<file path="config.mk">
export PLATFORM = sky130hd
export DESIGN_NAME = text_memory_arbiter
export DESIGN_NICKNAME = d
export VERILOG_FILES = /design/src/rtl/text_memory_arbiter.sv
export SDC_FILE = /design/constraint.sdc
export NUM_CORES = 1
export LEC_CHECK = 0
export ABC_AREA = 1
export CAP_MARGIN = 40
export CORE_MARGIN = 1
export CORE_UTILIZATION = 39
export CTS_CLUSTER_SIZE = 10
export DETAILED_ROUTE_END_ITERATION = 7
export HOLD_SLACK_MARGIN = 0.05
export PLACE_DENSITY = 0.92
export SYNTH_ARGS = -nofsm -noshare
export SYNTH_HDL_FRONTEND = slang
export SYNTH_SLANG_ARGS = --single-unit
</file>
<file path="constraint.sdc">
create_clock -name clock -period 5.73 [get_ports clock]
set_clock_uncertainty 0.05 [all_clocks]
set_input_delay 1.146 -clock clock [delete_from_list [all_inputs] [get_ports clock]]
set_output_delay 1.146 -clock clock [all_outputs]
set_load 0.005 [all_outputs]
</file>
<file path="src/rtl/text_memory_arbiter.sv">
// text_memory_arbiter
// Shares the single-port text (instruction) memory between core instruction
// fetch and the program-loader/debug port.
//  - SHARED: fetch has fixed priority; a loader blocked for STARVE_LIMIT cycles
//    wins the next slot.
//  - DRAIN: one cycle after load_lock is seen, so an in-flight fetch response
//    can complete while the core is already told to stall.
//  - EXCLUSIVE: loader owns the memory; the core is stalled.
// The memory is external: combinational read of mem_address and a write that
// commits at the clock edge that accepts the loader write.
// Optional build macro: TEXT_ARB_PERF_EN adds the perf_fetch_stall and
// perf_load_wait saturating event counters.
module text_memory_arbiter #(
    parameter int TEXT_BITS    = 16,
    parameter int STARVE_LIMIT = 4
) (
    input  logic                 clock,
    input  logic                 reset,
    input  logic                 fetch_req,
    input  logic [TEXT_BITS-3:0] fetch_address,
    output logic                 fetch_ready,
    output logic                 fetch_rvalid,
    output logic [31:0]          fetch_rdata,
    input  logic                 load_req,
    input  logic                 load_we,
    input  logic [TEXT_BITS-3:0] load_address,
    input  logic [31:0]          load_wdata,
    output logic                 load_ready,
    output logic                 load_rvalid,
    output logic [31:0]          load_rdata,
    input  logic                 load_lock,
    output logic                 core_stall,
    output logic [TEXT_BITS-3:0] mem_address,
    output logic                 mem_we,
    output logic [31:0]          mem_wdata,
    input  logic [31:0]          mem_rdata
`ifdef TEXT_ARB_PERF_EN
    ,
    output logic [31:0]          perf_fetch_stall,
    output logic [31:0]          perf_load_wait
`endif
);

    localparam int WW = (STARVE_LIMIT < 1) ? 1 : $clog2(STARVE_LIMIT + 1);
    localparam logic [WW-1:0] LIMIT_W = WW'(STARVE_LIMIT);

    typedef enum logic [1:0] {
        SHARED    = 2'd0,
        DRAIN     = 2'd1,
        EXCLUSIVE = 2'd2
    } state_t;

    state_t          state_reg;
    logic [WW-1:0]   wait_cnt_reg;
    logic            starve;

    // Read-return channels: index 0 = fetch, index 1 = loader.
    logic            rd_accept [2];
    logic            rvalid_reg [2];
    logic [31:0]     rdata_reg  [2];

    genvar gi;

    // Grant selection and memory-side muxing; nothing is granted while in reset.
    always_comb begin
        starve      = (wait_cnt_reg == LIMIT_W);
        fetch_ready = 1'b0;
        load_ready  = 1'b0;
        if (!reset) begin
            case (state_reg)
                SHARED: begin
                    if (load_lock) begin
                        // Lock request: fetch is held off in the transition cycle.
                        load_ready = load_req;
                    end else begin
                        fetch_ready = fetch_req && !starve;
                        load_ready  = load_req && (!fetch_req || starve);
                    end
                end
                default: load_ready = load_req;
            endcase
        end
        if (fetch_ready) begin
            mem_address = fetch_address;
        end else if (load_ready) begin
            mem_address = load_address;
        end else begin
            mem_address = '0;
        end
        mem_we    = load_ready && load_we;
        mem_wdata = mem_we ? load_wdata : 32'h0;
    end

    assign core_stall   = (state_reg != SHARED);
    assign rd_accept[0] = fetch_ready;
    assign rd_accept[1] = load_ready && !load_we;

    // Ownership state machine: SHARED -> DRAIN -> EXCLUSIVE while load_lock is held.
    always_ff @(posedge clock) begin
        if (reset) begin
            state_reg <= SHARED;
        end else begin
            case (state_reg)
                SHARED:    if (load_lock) state_reg <= DRAIN;
                DRAIN:     state_reg <= load_lock ? EXCLUSIVE : SHARED;
                EXCLUSIVE: if (!load_lock) state_reg <= SHARED;
                default:   state_reg <= SHARED;
            endcase
        end
    end

    // Counts consecutive cycles the loader is refused; saturates at the starve limit.
    always_ff @(posedge clock) begin
        if (reset) begin
            wait_cnt_reg <= '0;
        end else if (load_req && !load_ready) begin
            if (wait_cnt_reg != LIMIT_W) begin
                wait_cnt_reg <= wait_cnt_reg + WW'(1);
            end
        end else begin
            wait_cnt_reg <= '0;
        end
    end

    generate
        for (gi = 0; gi < 2; gi++) begin : g_resp
            // Capture read data at the accepting edge; rdata holds until the next read.
            always_ff @(posedge clock) begin
                if (reset) begin
                    rvalid_reg[gi] <= 1'b0;
                    rdata_reg[gi]  <= 32'h0;
                end else begin
                    rvalid_reg[gi] <= rd_accept[gi];
                    if (rd_accept[gi]) begin
                        rdata_reg[gi] <= mem_rdata;
                    end
                end
            end
        end
    endgenerate

    assign fetch_rvalid = rvalid_reg[0];
    assign fetch_rdata  = rdata_reg[0];
    assign load_rvalid  = rvalid_reg[1];
    assign load_rdata   = rdata_reg[1];

`ifdef TEXT_ARB_PERF_EN
    logic        perf_event [2];
    logic [31:0] perf_cnt_reg [2];

    assign perf_event[0] = fetch_req && !fetch_ready;
    assign perf_event[1] = load_req && !load_ready;

    generate
        for (gi = 0; gi < 2; gi++) begin : g_perf
            // Saturating count of cycles a requester was refused.
            always_ff @(posedge clock) begin
                if (reset) begin
                    perf_cnt_reg[gi] <= 32'h0;
                end else if (perf_event[gi] && (perf_cnt_reg[gi] != 32'hFFFF_FFFF)) begin
                    perf_cnt_reg[gi] <= perf_cnt_reg[gi] + 32'd1;
                end
            end
        end
    endgenerate

    assign perf_fetch_stall = perf_cnt_reg[0];
    assign perf_load_wait   = perf_cnt_reg[1];
`endif

endmodule

</file>
==> results of run 1 <==
[layout by cell type (no fill, tap or decap)]
cell and n:
clkdlybuf4s50_1 213, nor2_1 97, inv_1 75, edfxtp_1 64, nand2_1 33, nand4_1 14, clkbuf_8 9, dfxtp_1 7
nor2_2 5, buf_4 5, clkinv_2 3, nand3_1 2, nand4_2 2, o21ai_0 2, a21oi_1 2, ha_1 2
nand2_2 1, nand3_4 1, nor2_8 1, xor2_1 1, inv_2 1, clkinvlp_4 1, clkinv_1 1, clkbuf_1 1
[per-layer routing]
layer  vias up  part of all wire (%)  wire (um)
li1       1422                     -          -
met1      1340                    33       3150
met2       160                    56       5321
met3        18                   7.4        704
met4         0                   3.2        308
met5         -                     0          0
[report_power, final]
group          internal [uW]  switching, uW  total (uW)
Sequential               594           8.40         603
Clock                    151            167         318
Combinational            134           82.2         217
[synth_stat cells, drive strengths merged]
master	count
dfxtp	7
ha	2
xor2	1
buf	14
a21oi	2
edfxtp	64
nand3	3
nand2	34
o21ai	2
nand4	16
inv	76
nor2	103
clkbuf	1
[worst max-delay path: stages]
cell,delay [ns]
clkdlybuf4s50_1,0.51
nor2_2,0.07
nand3_4,0.20
nand4_2,0.62
nor2_1,0.27
clkdlybuf4s50_1,0.60
[cells by family (layout without fill, tap and decap cells)]
group	count (synthesis)	in the layout	synth area share, %
simple gates	156	156	21.56
compound gates	4	4	0.6295
buf+inv	91	309	11.92
fa+ha+maj	2	2	0.7867
flops	71	71	64.83
xor+xnor	1	1	0.2754
[cell type report]
| class | instances | share of cell area, % |
|---|---|---|
| timing repair buffer | 218 | 39.18 |
| sequential | 71 | 37.23 |
| multi-input combinational | 163 | 13.35 |
| inverter | 76 | 5.151 |
| clock buffer | 10 | 2.305 |
| tap | 102 | 2.305 |
| clock inverter | 5 | 0.4745 |
[through the flow]
stage	area, um2	setup slack (ns)
2_1_floorplan	3181	2.654
3_3_place_gp	5384	1.150
3_5_place_dp	5384	1.071
4_1_cts	5538	1.064
5_1_grt	5538	0.8693
6_report	5538	1.100
[how the worst max path moves through the flow]
stage               startpoint         endpoint  cells after the start
global route         load_lock    mem_wdata[10]                      6
detailed placement   load_lock    mem_wdata[10]                      6
CTS                  load_lock     mem_wdata[9]                      6
finish               load_lock     mem_wdata[7]                      6
floorplan            fetch_req  mem_address[11]                      7
global placement     load_lock     mem_wdata[8]                      6
==> reports/qor.txt, run 1 <==
grt ovf - 0
worst reg2reg endpoint - rdata_reg[1][18]
fin crit period - 4.630 ns
mapped cell area - 3181 um2
Hold Buf Count CTS - 0
number of global-route vias before repair - 3067
CORE AREA - 7807 um2
Hold Crit Depth - 1
final slew viol count - 0
Reg area - 2062 um2
HP Class - reg -> reg
worst hold slack - 0.4099 ns
DRT Pass-1 Iters - 4
Distinct cells, synth - 22
sequential element share of the synthesized area - 64.83%
Syn Area/Cell - 9.786 um2
Rows - 32
Clock Sinks - 71
layout cells sized above 1 - 5.341%
Tcrit/Tclk final - 80.81%
antenna cell count - 0
Finished Layout Cells - 645
post-CTS setup buffers - 0
cells on worst reg2reg path - 8
Initial Utilization - 40.74%
num ports - 214
met2 usage - 44.51%
Largest register FFs - 64
die width - 92.31 um
met3 Usage GRT - 6.240%
clock latency on the worst-skew pair - 0.32 ns
worst endpoint required time - 4.53 ns
top-area cell type share of the netlist area - 60.42%
Root Driver - clkbuf_8
Routed WL - 9.484 mm
largest net degree at the start of global routing - 35
Worst Hold Launch - state_reg[1]
Hold EP - state_reg[1]
Max Freq - 216.0 MHz
clk buf depth - 2
max cap viols - 0
Synth Instances - 325
#FFs+latches synth - 71
Cell Pwr Density - 205.3 nW/um2
clk slew on worst S/H paths - 0.07 ns
largest area contributor in the netlist - edfxtp_1
initial antenna violation count - 0
Peak VDD IR - 99.48 uV
Worst setup SP type - input pin
multi-input logic area - 739.5 um2
WL per Instance - 14.70 um
die height - 92.31 um
status - finished clean
YS warnings - 0
post_cts resized - 0
CP Class - in -> out
die area - 8520 um2
FF-to-FF Start - wait_cnt_reg[0]
worst-margin pin slew - 0.7393 ns
setup slack, reg-to-reg - 3.46 ns
synth top area cells - edfxtp_1 60%, nor2_1 11%, inv_1 8.9%
antenna-violating nets left - 0
RePlAce Congestion - 0.8841
Num CTS Buffers - 9
Worst Path Max Fanout - 33
Total GRT Usage - 22.57%
Rel. slew slack - 50.60%
filler instances - 554
overall power - 1137 uW
H-Tree Depth - 3
final net count - 639
synth-to-layout area growth - 74.11%
number of DRC markers in iteration 0 - 75
via/cell ratio - 4.558
crit end category - output port
RSZ-0062 raised after global routing - false
first-pass GRT wire length - 14.39 mm
TritonCTS clock tree - built
Port Buffers - 213
Final Setup Violations - 0
DR DRC count - 0
total negative setup slack - 0 ns
final core utilization - 70.93%
dpl cells - 630
busiest grt layer - met2
leakage power - 0.002444 uW
detailed placement HPWL - 7.571 mm
detailed-route via count - 2940
Worst Path Arrival - 3.43 ns
final hold vios - 0
grt met1 use - 20.86%
net count after synthesis - 425
(Power assumes the default switching activity.)
==> inputs of run 2 (changes only) <==
--- a/config.mk
+++ b/config.mk
@@ -8,11 +8,11 @@
 export ABC_AREA = 1
 export CAP_MARGIN = 40
 export CORE_MARGIN = 1
-export CORE_UTILIZATION = 39
+export CORE_UTILIZATION = 36
 export CTS_CLUSTER_SIZE = 10
 export DETAILED_ROUTE_END_ITERATION = 7
 export HOLD_SLACK_MARGIN = 0.05
-export PLACE_DENSITY = 0.92
+export PLACE_DENSITY = 0.86
 export SYNTH_ARGS = -nofsm -noshare
 export SYNTH_HDL_FRONTEND = slang
 export SYNTH_SLANG_ARGS = --single-unit
==> constraint.sdc (replaced) <==
create_clock -name clock -period 4.7 [get_ports clock]
set_clock_uncertainty 0.05 [all_clocks]
set_input_delay 0.94 -clock clock [delete_from_list [all_inputs] [get_ports clock]]
set_output_delay 0.94 -clock clock [all_outputs]
set_load 0.005 [all_outputs]
==> run 2 against run 1 <==
  * Global-route usage is 1.1 points lower
  * Final cell count is 0.47% higher
  * Combinational power is 23% higher
  * Non-clock buffer count stayed put
  * Clock-buffer cell count is 1 lower
  * Register-to-register slack worse by 0.97 ns
  * Total power is 29% higher
  * Critical path type unchanged
==> reports/qor.txt, run 2 (synthesis gave the netlist of run 1 again) <==
Clock Sinks - 71 (unchanged)
RePlAce Congestion - 0.9226 (+4.4%)
clk slew on worst S/H paths - 0.07 ns (about the same)
post-CTS setup buffers - 0 (unchanged)
die area - 9215 um2 (+8.2%)
final hold vios - 0 (unchanged)
first-pass GRT wire length - 14.21 mm (-1.2%)
number of global-route vias before repair - 2865 (-6.6%)
highest metal used - met4
FF-to-FF Start - wait_cnt_reg[0]
Num CTS Buffers - 9 (unchanged)
Cell Pwr Density - 262.5 nW/um2 (+28%)
Final Setup Violations - 0 (unchanged)
CP Class - in -> out
initial antenna violation count - 0 (unchanged)
worst-margin pin slew - 0.7079 ns (-0.03135 ns)
Worst Path Max Fanout - 33 (unchanged)
Finished Layout Cells - 648 (+0.47%)
detailed placement HPWL - 7.963 mm (+5.2%)
Tcrit/Tclk final - 89.26%
Initial Utilization - 37.95% (-2.8 points)
Largest register FFs - 64 (unchanged)
Metal-1 WL - 3.287 mm (+4.3%)
post_cts resized - 0 (unchanged)
grt ovf - 0 (unchanged)
Worst Path Arrival - 3.21 ns (-0.22 ns)
Port Buffers - 213 (unchanged)
Worst Hold Launch - state_reg[1]
die height - 96.00 um (+4.0%)
via/cell ratio - 4.495 (-1.4%)
clock latency on the worst-skew pair - 0.33 ns (about the same)
most common cell after layout, fill and taps aside - clkdlybuf4s50_1
Peak VDD IR - 142.5 uV (+43%)
worst reg2reg endpoint - rdata_reg[1][14]
Hold EP - state_reg[1]
final net count - 639 (unchanged)
detailed-route via count - 2913 (-0.92%)
final setup margin - 0.5049 ns (-0.5947 ns)
Root Driver - clkbuf_8
HP Class - reg -> reg
fin crit period - 4.195 ns
overall power - 1463 uW (+29%)
Max Freq - 238.4 MHz
Rel. slew slack - 52.69% (+2.1 points)
DR DRC count - 0 (unchanged)
antenna cell count - 0 (unchanged)
layout cells sized above 1 - 5.709% (+0.37 points)
Hold Crit Depth - 1 (unchanged)
crit end category - output port
DRT Pass-1 Iters - 4 (unchanged)
worst slack, placed - 0.4848 ns (-0.5862 ns)
Hold Buf Count CTS - 0 (unchanged)
die width - 96.00 um (+4.0%)
total negative setup slack - 0 ns (unchanged)
max cap viols - 0 (unchanged)
H-Tree Depth - 3 (unchanged)
CORE AREA - 8382 um2 (+7.4%)
TritonCTS clock tree - built
leakage power - 0.002460 uW (+0.65%)
status - finished clean
Rows - 33 (+3.1%)
filler instances - 660 (+19%)
number of DRC markers in iteration 0 - 72 (-4.0%)
Worst setup SP type - input pin
RSZ-0062 raised after global routing - false
synth-to-layout area growth - 75.22%
wire length on met3 - 764 um (+8.5%)
Routed WL - 9.822 mm (+3.6%)
num ports - 214 (unchanged)
cells on worst reg2reg path - 7 (-1)
metal2 WL - 5.480 mm (+3.0%)
Total GRT Usage - 21.52% (-1.1 points)
final slew viol count - 0 (unchanged)
WL per Instance - 15.16 um (+3.1%)
largest net degree at the start of global routing - 34 (-2.9%)
worst endpoint required time - 3.71 ns (-0.82 ns)
most frequent cells in the layout - 213 x clkdlybuf4s50_1, 97 x nor2_1, 75 x inv_1
clk buf depth - 2 (unchanged)
antenna-violating nets left - 0 (unchanged)
dpl cells - 633 (+0.48%)
setup slack, reg-to-reg - 2.49 ns (-0.97 ns)
[run 2: changes by cell type in the layout (fill, tap and decap cells not counted)]
cell / delta
bufinv_16: +1
clkinv_1: -1
inv_6: +1
clkbuf_1: -1
[run 2: worst max path at each step]
| stage | startpoint | endpoint | slack, ns | cells after the start |
|---|---|---|---|---|
| 4_1_cts | load_lock | mem_wdata[22] | 0.49 | 6 |
| 5_1_grt | load_lock | mem_wdata[7] | 0.29 | 6 |
| 6_report | load_lock | mem_wdata[26] | 0.50 | 6 |
| 3_3_place_gp | load_lock | mem_wdata[24] | 0.60 | 6 |
| 2_1_floorplan | fetch_req | rdata_reg[1][0] | 2.03 | 6 |
| 3_5_place_dp | load_lock | mem_wdata[22] | 0.48 | 6 |
[run 2: critical path, cell delays in order]
cell             delay, ns
clkdlybuf4s50_1       0.51
nor2_2                0.07
nand3_4               0.21
nand4_2               0.60
nor2_1                0.32
clkdlybuf4s50_1       0.55
[run 2: final cells by class]
type                    count  area, um2  share of cell area, %
clock inverters             6      61.31                  1.100
well taps                 105      131.4                  2.357
clock buffers               9      123.9                  2.223
multi-input cells         163      739.5                  13.27
repair buffers            218       2170                  38.93
flip-flops and latches     71       2062                  37.00
inverters                  76      285.3                  5.119
[run 2: power breakdown]
group	switching [uW]	internal, uW	total [uW]
Clock	222	241	463
Sequential	9.91	724	734
Combinational	102	164	266
[run 2: stage by stage]
step	utilization (%)	cell area (um2)	hold WS [ns]
final	66.49	5573	0.3939
after global placement	64.28	5388	0.3838
after detailed placement	64.28	5388	0.3883
after global routing	66.49	5573	0.4329
after floorplan	-	3181	0.3741
after CTS	66.49	5573	0.3977
[run 2: metal layers]
layer / GRT usage, % / up-vias
met5: 0 / -
met1: 19.92 / 1315
met3: 6.240 / 19
met2: 42.55 / 155
met4: 9.701 / 0
li1: - / 1424
